--- config.mk ---
export PLATFORM = sky130hd
export DESIGN_NAME = vga_timing_gen
export DESIGN_NICKNAME = d
export VERILOG_FILES = /design/src/rtl/vga_timing_gen.sv
export SDC_FILE = /design/constraint.sdc
export NUM_CORES = 1
export LEC_CHECK = 0
export ABC_AREA = 1
export ABC_CLOCK_PERIOD_IN_PS = 1500
export CORE_ASPECT_RATIO = 2
export CORE_MARGIN = 2
export CORE_UTILIZATION = 40
export CTS_CLUSTER_DIAMETER = 50
export DETAILED_ROUTE_END_ITERATION = 16
export PLACE_DENSITY = 0.76
export RECOVER_POWER = 25
export SLEW_MARGIN = 20
export SYNTH_ARGS = -nofsm -noshare
export SYNTH_HDL_FRONTEND = slang
export SYNTH_SLANG_ARGS = --single-unit
--- constraint.sdc ---
create_clock -name clk -period 1.5 [get_ports clk]
set_input_delay 0.3 -clock clk [delete_from_list [all_inputs] [get_ports clk]]
set_output_delay 0.3 -clock clk [all_outputs]
set_load 0.02 [all_outputs]
--- src/rtl/vga_timing_gen.sv ---
// Parametrised raster timing generator: counters, sync/blank decode, pixel replication,
// PIPE_DLY-stage delayed sync/blank, completed-frame counter and sticky vblank interrupt.
module vga_timing_gen #(
   parameter int H_ACTIVE = 640,
   parameter int H_FP     = 16,
   parameter int H_SYNC   = 96,
   parameter int H_BP     = 48,
   parameter int V_ACTIVE = 480,
   parameter int V_FP     = 10,
   parameter int V_SYNC   = 2,
   parameter int V_BP     = 33,
   parameter bit HS_POL   = 1'b0,
   parameter bit VS_POL   = 1'b0,
   parameter int PIPE_DLY = 2,
   parameter int FRAME_W  = 16,
   localparam int H_TOTAL = H_ACTIVE + H_FP + H_SYNC + H_BP,
   localparam int V_TOTAL = V_ACTIVE + V_FP + V_SYNC + V_BP,
   localparam int HW      = $clog2(H_TOTAL),
   localparam int VW      = $clog2(V_TOTAL)
) (
   input  logic               clk,
   input  logic               rst,
   input  logic               en,
   input  logic [1:0]         scale,
   input  logic               irq_ack,
   output logic [HW-1:0]      h_count,
   output logic [VW-1:0]      v_count,
   output logic [HW-1:0]      posx,
   output logic [VW-1:0]      posy,
   output logic               active,
   output logic               h_sync,
   output logic               v_sync,
   output logic               active_d,
   output logic               h_sync_d,
   output logic               v_sync_d,
   output logic               line_start,
   output logic               frame_start,
   output logic               vblank_irq,
   output logic [FRAME_W-1:0] frame_cnt
);

   logic [HW-1:0]      r_h_count;
   logic [VW-1:0]      r_v_count;
   logic [FRAME_W-1:0] r_frame_cnt;
   logic               r_irq;
   logic               w_h_last;
   logic               w_v_last;
   logic               w_h_act;
   logic               w_v_act;
   logic               w_active;
   logic               w_h_sync;
   logic               w_v_sync;
   logic               w_irq_set;

   assign w_h_last  = (r_h_count == HW'(H_TOTAL - 1));
   assign w_v_last  = (r_v_count == VW'(V_TOTAL - 1));
   assign w_h_act   = (r_h_count < HW'(H_ACTIVE));
   assign w_v_act   = (r_v_count < VW'(V_ACTIVE));
   assign w_active  = w_h_act && w_v_act;
   assign w_h_sync  = (r_h_count >= HW'(H_ACTIVE + H_FP) &&
                       r_h_count <  HW'(H_ACTIVE + H_FP + H_SYNC)) ? HS_POL : ~HS_POL;
   assign w_v_sync  = (r_v_count >= VW'(V_ACTIVE + V_FP) &&
                       r_v_count <  VW'(V_ACTIVE + V_FP + V_SYNC)) ? VS_POL : ~VS_POL;
   // The next state is (0, V_ACTIVE) exactly when the last pixel of line V_ACTIVE-1 advances.
   assign w_irq_set = en && w_h_last && (r_v_count == VW'(V_ACTIVE - 1));

   always_ff @(posedge clk) begin
      if (rst) begin
         r_h_count   <= '0;
         r_v_count   <= '0;
         r_frame_cnt <= '0;
      end else if (en) begin
         if (w_h_last) begin
            r_h_count <= '0;
            if (w_v_last) begin
               r_v_count   <= '0;
               r_frame_cnt <= r_frame_cnt + FRAME_W'(1);
            end else begin
               r_v_count <= r_v_count + VW'(1);
            end
         end else begin
            r_h_count <= r_h_count + HW'(1);
         end
      end
   end

   always_ff @(posedge clk) begin
      if (rst)            r_irq <= 1'b0;
      else if (w_irq_set) r_irq <= 1'b1;
      else if (irq_ack)   r_irq <= 1'b0;
   end

   generate
      if (PIPE_DLY == 0) begin : g_nodly
         assign active_d = w_active;
         assign h_sync_d = w_h_sync;
         assign v_sync_d = w_v_sync;
      end else begin : g_dly
         logic [PIPE_DLY-1:0] r_act_sr;
         logic [PIPE_DLY-1:0] r_hs_sr;
         logic [PIPE_DLY-1:0] r_vs_sr;

         always_ff @(posedge clk) begin
            if (rst) begin
               r_act_sr <= '0;
               r_hs_sr  <= {PIPE_DLY{~HS_POL}};
               r_vs_sr  <= {PIPE_DLY{~VS_POL}};
            end else if (en) begin
               r_act_sr[0] <= w_active;
               r_hs_sr[0]  <= w_h_sync;
               r_vs_sr[0]  <= w_v_sync;
               for (int unsigned i = 1; i < PIPE_DLY; i++) begin
                  r_act_sr[i] <= r_act_sr[i-1];
                  r_hs_sr[i]  <= r_hs_sr[i-1];
                  r_vs_sr[i]  <= r_vs_sr[i-1];
               end
            end
         end

         assign active_d = r_act_sr[PIPE_DLY-1];
         assign h_sync_d = r_hs_sr[PIPE_DLY-1];
         assign v_sync_d = r_vs_sr[PIPE_DLY-1];
      end
   endgenerate

   assign h_count     = r_h_count;
   assign v_count     = r_v_count;
   assign posx        = w_h_act ? (r_h_count >> scale) : '0;
   assign posy        = w_v_act ? (r_v_count >> scale) : '0;
   assign active      = w_active;
   assign h_sync      = w_h_sync;
   assign v_sync      = w_v_sync;
   assign line_start  = en && (r_h_count == '0);
   assign frame_start = en && (r_h_count == '0) && (r_v_count == '0);
   assign vblank_irq  = r_irq;
   assign frame_cnt   = r_frame_cnt;

endmodule

* Yosys cells after proc, flatten, opt, wreduce, memory -nomap -nowiden
Index checks and enable logic that the tools add are counted.
Word-level totals: register bits 43, latch bits 0, RAM bits 0, memory bits (read-only) 0, input port bits 6, logic and storage cells 41, memories kept 0
Operators by class: add/subtract/negate cells 3, multipliers 0, div/mod/pow operators 0, $lt $le $gt $ge 6, equality and inequality tests 3, shifts and indexed selects 2, muxes and demuxes 8, bitwise logic cells 0, reductions and logical operators 12
Operators with widths (count):
- 10-bit 2-to-1 mux | 4
- 10-bit by 1-bit adder with 10-bit output, second input constant | 2
- 10-bit equality test, second input constant | 2
- 10-bit zero test | 2
- 10-bit less-than comparator, second input constant | 2
- 10-bit by 9-bit less-than comparator with 1-bit output, second input constant | 2
- 10-bit by 2-bit right shift with 10-bit output | 2
- 16-bit by 1-bit adder with 16-bit output, second input constant | 1
- 10-bit by 9-bit equality test with 1-bit output, second input constant | 1
- 10-bit >= comparator, second input constant | 1
- 10-bit by 9-bit >= comparator with 1-bit output, second input constant | 1
- 1-bit logical AND | 7
- 1-bit 2-to-1 mux | 4
- 3-bit AND reduction | 1
- 2-bit AND reduction | 1
- 2-bit nonzero test | 1

* Logic depth before layout (Yosys ltp)
Gate-level depths: netlist (run 1).
word-level depth 4, depth in mapped cells 11, gate-level depth less buffers 10

* Worst setup path before layout (run 1)
Ideal clock, no wire load.
path kind reg2out, start register r_v_count[4], in the netlist v_count[4], end output frame_start, arrival time 1.572 ns, data required time 1.200 ns, path slack -0.372 ns, stages on the path, launching flop included 5, buffers on the path 1, path through dfxtp_1 buf_2 nor2_2 nand3_1 nor4_1
Between the ends: longest elaborated chain between the ends 2
RTL lines:
- start, declared | line 43 | logic [VW-1:0] r_v_count;
- start signal, assigned | line 79 | r_v_count <= r_v_count + VW'(1);
- 10-bit zero test | line 134 | assign frame_start = en && (r_h_count == '0) && (r_v_count == '0);
- 1-bit logical AND | line 134
- end, declared | line 37 | output logic frame_start,
No other way between the ends.

* Worst setup path in the final report (run 1)
start register r_h_count[5], in the netlist h_count[5], end register r_v_count[9], in the netlist v_count[9]
Between the ends: longest elaborated chain between the ends 2
RTL lines:
- start, declared | line 42 | logic [HW-1:0] r_h_count;
- start signal, assigned | line 82 | r_h_count <= r_h_count + HW'(1);
- 10-bit equality test | line 55 | assign w_h_last = (r_h_count == HW'(H_TOTAL - 1));
- 2-bit AND reduction (no line)
No other way between the ends. A chain may end at the register's enable or synchronous reset.

==> results of run 1 <==
## worst min path at each step
stage	start	end	slack [ps]	cells after the start
floorplan	rst	g_dly.r_hs_sr[0]	400	2
global placement	g_dly.r_vs_sr[1]	g_dly.r_vs_sr[1]	450	2
detailed placement	g_dly.r_vs_sr[1]	g_dly.r_vs_sr[1]	450	2
CTS	vblank_irq	vblank_irq	470	2
global route	g_dly.r_vs_sr[1]	g_dly.r_vs_sr[1]	500	2
finish	vblank_irq	vblank_irq	470	2
## worst max-delay path: stages (launching register included)
cell	delay, ps
dfxtp_4	360
buf_12	140
clkinv_8	50
buf_6	90
nand2_4	60
nor2_4	130
nand3_4	130
buf_6	160
nor2_4	180
nand3_2	100
nand2_1	80
inv_1	40
nor2_1	340
## metrics by stage
step / utilization [%] / std cells / TNS, ps / area [µm²]
3_5_place_dp: 65.3 / 698 / -29090 / 4490
6_report: 79.8 / 730 / -8690 / 5500
5_1_grt: 79.8 / 730 / -11710 / 5500
4_1_cts: 72.2 / 719 / -5130 / 4970
2_1_floorplan: - / 467 / -173 / 3050
3_3_place_gp: 65.3 / 698 / -28090 / 4490
## logic make-up after synthesis
group | after synthesis
buffers and inverters | 73
AOI/OAI and AO/OA | 69
DFF | 43
xor gates and xnor gates | 8
and+or+nand+nor | 268
other | 1
adders and majority gates | 5
## state kept, by name, summed over array words and instances (netlist names)
signal	count
g_dly.r_act_sr	2
g_dly.r_vs_sr	2
frame_cnt	16
v_count	10
h_count	10
vblank_irq	1
g_dly.r_hs_sr	2
## repair_timing
item                                    CTS  global route
gates resized for setup                 272           129
pin swaps                                23            38
cloned                                    2             2
endpoints found under the setup margin   95            57
setup buffers                            11            12
## final cells by class
type	instances	share of cell area, %
clock buffers	5	2.28
clock inverters	3	0.797
inverters	54	4.14
multi-input cells	351	43.5
flip-flops and latches	43	16.4
well taps	90	2.05
repair buffers	184	30.8
## per-layer routing
metal / track usage [%] / vias to the layer above
li1: - / 1855
met1: 23.8 / 1957
met5: 0 / -
met2: 55.1 / 273
met3: 4.19 / 100
met4: 24.6 / 0
## power by group
group	switching [W]	internal, W
Sequential	0.00000982	0.00114
Combinational	0.000276	0.000204
Clock	0.000511	0.000787
## cell usage in the layout, fill, tap and decap left out, types with 12 or more instances in the layout
cell type | netlist | final
nor3_4 | 0 | 12
buf_4 | 1 | 93
dlygate4sd2_1 | 0 | 38
o21ai_2 | 1 | 17
buf_6 | 1 | 35
inv_1 | 53 | 37
nand3_1 | 24 | 16
nor2_4 | 2 | 12
a21oi_2 | 0 | 13
nand2_2 | 0 | 20
dfxtp_2 | 0 | 13
nor2_1 | 82 | 64
nand2_1 | 115 | 87
dfxtp_1 | 43 | 23
a21oi_1 | 29 | 15
==> flow_metrics.env, run 1 <==
export IMPL_grt_max_degree=19
export IMPL_grt_pass1_wl_um=17300
export IMPL_r2r_cells=12
export IMPL_ys_ff_latch=43
export IMPL_synth_xor_area_share_pct=2.46
export IMPL_io_buffers=69
export IMPL_r2r_start="h_count[5]"
export IMPL_pre_cts_ws_ps=-899
export IMPL_ys_flop_type="dfxtp_1"
export IMPL_maxCapViolCount=0
export IMPL_first_pass_iters=5
export IMPL_yosysTopAreaCellShare_pct=30.3
export IMPL_start_util_pct=41.3
export IMPL_worst_slack_ps=-503
export IMPL_route_vias_total=4185
export IMPL_antenna_found_initial=0
export IMPL_highest_layer="met4"
export IMPL_clk_pin_slew_ps=70
export IMPL_syn_area_um2=2850
export IMPL_vias_per_cell=5.73
export IMPL_p_leak_nw=2.45
export IMPL_rsz0062_at_grt="true"
export IMPL_register_area_um2=903
export IMPL_hold_violations=0
export IMPL_yosysTopAreaCell="dfxtp_1"
export IMPL_yosys_top_cells_area="dfxtp_1 30%, nand2_1 15%, nor2_1 11%, inv_1 7.0%, a21oi_1 5.1%"
export IMPL_max_freq_mhz=499
export IMPL_finalWirelength_um=14400
export IMPL_met3WireLength_um=998
export IMPL_ant_nets=0
export IMPL_row_count=43
export IMPL_ys_seq_area_share_pct=30.3
export IMPL_clock_skew_ps=6.49
export IMPL_worst_ep_arrival_time_ps=2160
export IMPL_met2_length_um=7740
export IMPL_grt_pass1_vias=3958
export IMPL_synthArstFlopShare_pct=0
export IMPL_drv_slew=0
export IMPL_die_area_um2=7840
export IMPL_critPathKind="reg -> reg"
export IMPL_synth_commonest_cells="115 x nand2_1, 82 x nor2_1, 53 x inv_1"
export IMPL_htree_num_levels=2
export IMPL_drive_gt1_share_pct=49.7
export IMPL_fin_hold_ws_ps=468
export IMPL_crit_end="v_count[9]"
export IMPL_synth_nets=478
export IMPL_setup_viol=55
export IMPL_hold_class="reg -> reg"
export IMPL_power_density_nw_per_um2=533
export IMPL_synth_top_family_by_area="simple AND/OR/NAND/NOR gates"
export IMPL_drc=0
export IMPL_cts_tree="done"
export IMPL_cp_required_ps=1660
export IMPL_end_kind="flip-flop"
export IMPL_cts_sinks=43
export IMPL_die_w_um=63.6
export IMPL_fill_cells=439
export IMPL_clk_path_buf_depth=2
export IMPL_r2r_slack_ps=-500
export IMPL_synth_compound_area_share_pct=13.1
export IMPL_io_pins=71
export IMPL_wire_per_inst_um=19.8
export IMPL_core_um2=6890
export IMPL_synth_cell_types=31
export IMPL_yosys_area_share_adder_pct=2.20
export IMPL_finalPower_w=0.00293
export IMPL_run_status="finished, violations left"
export IMPL_multiInputGateArea_um2=2390
export IMPL_ys_warn_count=0
export IMPL_synth_cells=467
export IMPL_post_route_period_util_pct=134
export IMPL_grt_overflow=0
export IMPL_gp_congestion=0.880
export IMPL_synthSimpleGateAreaFrac_pct=41.7
export IMPL_max_slew_margin_pct=66.1
export IMPL_period_needed_ps=2000
export IMPL_cts_inserted_buffers=5
export IMPL_area_growth_syn_to_layout_pct=93.2
export IMPL_synth_mux_area_share_pct=0
export IMPL_antenna_diode_count=0
export IMPL_irDropWorstVdd_mv=0.701
export IMPL_synth_avg_cell_area_um2=6.09
export IMPL_die_h_um=123
export IMPL_violations="setup timing"
export IMPL_worst_pin_slew_ps=506
export IMPL_startpoint="h_count[5]"
export IMPL_cts_root_buf="clkbuf_16"
export IMPL_grt_usage_pct=28.2
export IMPL_cp_max_fo=4
export IMPL_r2r_end="v_count[9]"
export IMPL_synth_most_common_cell="nand2_1"
export IMPL_wirelength_met1_um=4410
export IMPL_startpoint_type="flip-flop"
export IMPL_hold_buffers=0
export IMPL_clk_latency_ps=300
export IMPL_synth_edff_count=0
export IMPL_hpwlAfterDp_um=7990
export IMPL_nets=650
export IMPL_drtIter0Drc=301
No activity file was read; power rests on OpenSTA's default activity.
==> inputs of run 2 (changes only) <==
--- a/config.mk
+++ b/config.mk
@@ -8,7 +8,6 @@
 export ABC_AREA = 1
 export ABC_CLOCK_PERIOD_IN_PS = 1500
 export CORE_ASPECT_RATIO = 2
-export CORE_MARGIN = 2
 export CORE_UTILIZATION = 40
 export CTS_CLUSTER_DIAMETER = 50
 export DETAILED_ROUTE_END_ITERATION = 16
==> flow_metrics.env, run 2 (synthesized netlist as in run 1, its figures left out) <==
export IMPL_run_status="finished, violations left"
export IMPL_violations="setup timing"
export IMPL_setup_viol=59
export IMPL_grt_usage_pct=34.3
export IMPL_final_common_cell="buf_4"
export IMPL_drv_slew=0
export IMPL_antenna_found_initial=0
export IMPL_clk_pin_slew_ps=60
export IMPL_drive_gt1_share_pct=53.8
export IMPL_route_vias_total=4362
export IMPL_fin_hold_ws_ps=467
export IMPL_first_pass_iters=5
export IMPL_gp_congestion=0.934
export IMPL_fin_util_pct=82.3
export IMPL_worst_ep_arrival_time_ps=1510
export IMPL_grt_overflow=0
export IMPL_worst_slack_ps=-305
export IMPL_die_area_um2=7470
export IMPL_antenna_diode_count=0
export IMPL_clk_path_buf_depth=2
export IMPL_htree_num_levels=2
export IMPL_io_pins=71
export IMPL_fin_area_um2=5670
export IMPL_largest_reg_flops=16
export IMPL_cp_max_fo=3
export IMPL_cts_sinks=43
export IMPL_p_leak_nw=2.51
export IMPL_maxCapViolCount=0
export IMPL_die_h_um=121
export IMPL_grt_pass1_vias=4118
export IMPL_cts_inserted_buffers=5
export IMPL_finalWirelength_um=15000
export IMPL_clock_skew_ps=5.03
export IMPL_wire_per_inst_um=20.3
export IMPL_drc=0
export IMPL_die_w_um=61.6
export IMPL_hold_buffers=0
export IMPL_io_buffers=69
export IMPL_grt_max_degree=19
export IMPL_area_growth_syn_to_layout_pct=99.3
export IMPL_hold_violations=0
export IMPL_hpwlAfterDp_um=7770
export IMPL_end_kind="primary output"
export IMPL_max_freq_mhz=554
export IMPL_place_inst=692
export IMPL_layout_common_cells="93 x buf_4, 83 x nand2_1, 51 x buf_6, 49 x nor2_1, 36 x dlygate4sd2_1"
export IMPL_drtIter0Drc=447
export IMPL_startpoint_type="flip-flop"
export IMPL_irDropWorstVdd_mv=0.661
export IMPL_nets=659
export IMPL_row_count=43
export IMPL_cts_tree="done"
export IMPL_power_density_nw_per_um2=503
export IMPL_core_um2=6890
export IMPL_pre_cts_ws_ps=-909
export IMPL_cp_required_ps=1200
export IMPL_rsz0062_at_grt="true"
export IMPL_cts_root_buf="clkbuf_16"
export IMPL_vias_per_cell=5.90
export IMPL_finalNonFillerCells=739
export IMPL_grt_pass1_wl_um=19100
export IMPL_clk_latency_ps=300
export IMPL_start_util_pct=41.3
export IMPL_post_route_period_util_pct=120
export IMPL_ant_nets=0
export IMPL_period_needed_ps=1810
export IMPL_hold_class="reg -> reg"
export IMPL_critPathKind="reg -> out"
export IMPL_placed_area_um2=4410
## run 2: changes by cell type in the layout (fill, tap and decap cells not counted), sizes merged
cell	before	now
buf	137	153
clkbuf	12	8
clkinv	3	0
dlygate4sd2	38	36
bufinv	1	0
clkdlybuf4s15	0	1
clkinvlp	0	1
inv	53	54
## run 2: path summary, 6_finish.rpt
kind | startpoint | end | slack, ps | depth (start not counted)
worst max-delay path | h_count[8] | frame_start | -310 | 5
worst min-delay path | g_dly.r_act_sr[0] | g_dly.r_act_sr[0] | 470 | 2
worst min register to register | g_dly.r_act_sr[0] | g_dly.r_act_sr[0] | 470 | 2
worst max register to register | v_count[1] | v_count[2] | -290 | 11
## run 2: final cells by class
| type | instances | area (µm²) |
|---|---|---|
| clock buffers | 7 | 153 |
| clock inverters | 1 | 7.51 |
| multi-input cells | 351 | 2490 |
| inverters | 54 | 230 |
| repair buffers | 193 | 1780 |
| fillers | 412 | 1220 |
| well taps | 90 | 113 |
| flip-flops and latches | 43 | 903 |
## run 2: per-layer routing
| layer | share of wire (%) | wire length (µm) | track usage (%) |
|---|---|---|---|
| met2 | 52 | 7850 | 59.9 |
| met1 | 31 | 4700 | 32.1 |
| met3 | 6.2 | 930 | 5.01 |
| met5 | 0 | 0 | 0 |
| met4 | 10 | 1510 | 29.6 |
## run 2: report_power, final
group	switching [W]	total (W)	internal, W	leakage [nW]
logic	0.000287	0.000494	0.000207	2.07
clock network	0.000494	0.00120	0.000709	0.0761
registers	0.00000920	0.00115	0.00114	0.360
total	0.000790	0.00285	0.00206	2.51
## run 2: repair_timing
| item | in CTS | in global routing |
|---|---|---|
| cloned | 1 | 0 |
| endpoints found under the setup margin | 96 | 57 |
| pin swaps | 38 | 60 |
| gates resized for setup | 281 | 172 |
| setup buffers | 24 | 20 |
## run 2: per-stage QoR
| step | power, W | TNS, ps |
|---|---|---|
| after floorplan | 0.00139 | -173 |
| after global placement | 0.00156 | -28480 |
| after detailed placement | 0.00156 | -29890 |
| after CTS | 0.00278 | -4240 |
| after global routing | 0.00290 | -12640 |
| final | 0.00285 | -9280 |
## run 2: critical path, stage by stage, from the launching register on
cell and delay (ps):
dfxtp_2 340, inv_2 90, buf_4 140, nand4_1 180, nor4_4 280, buf_4 190
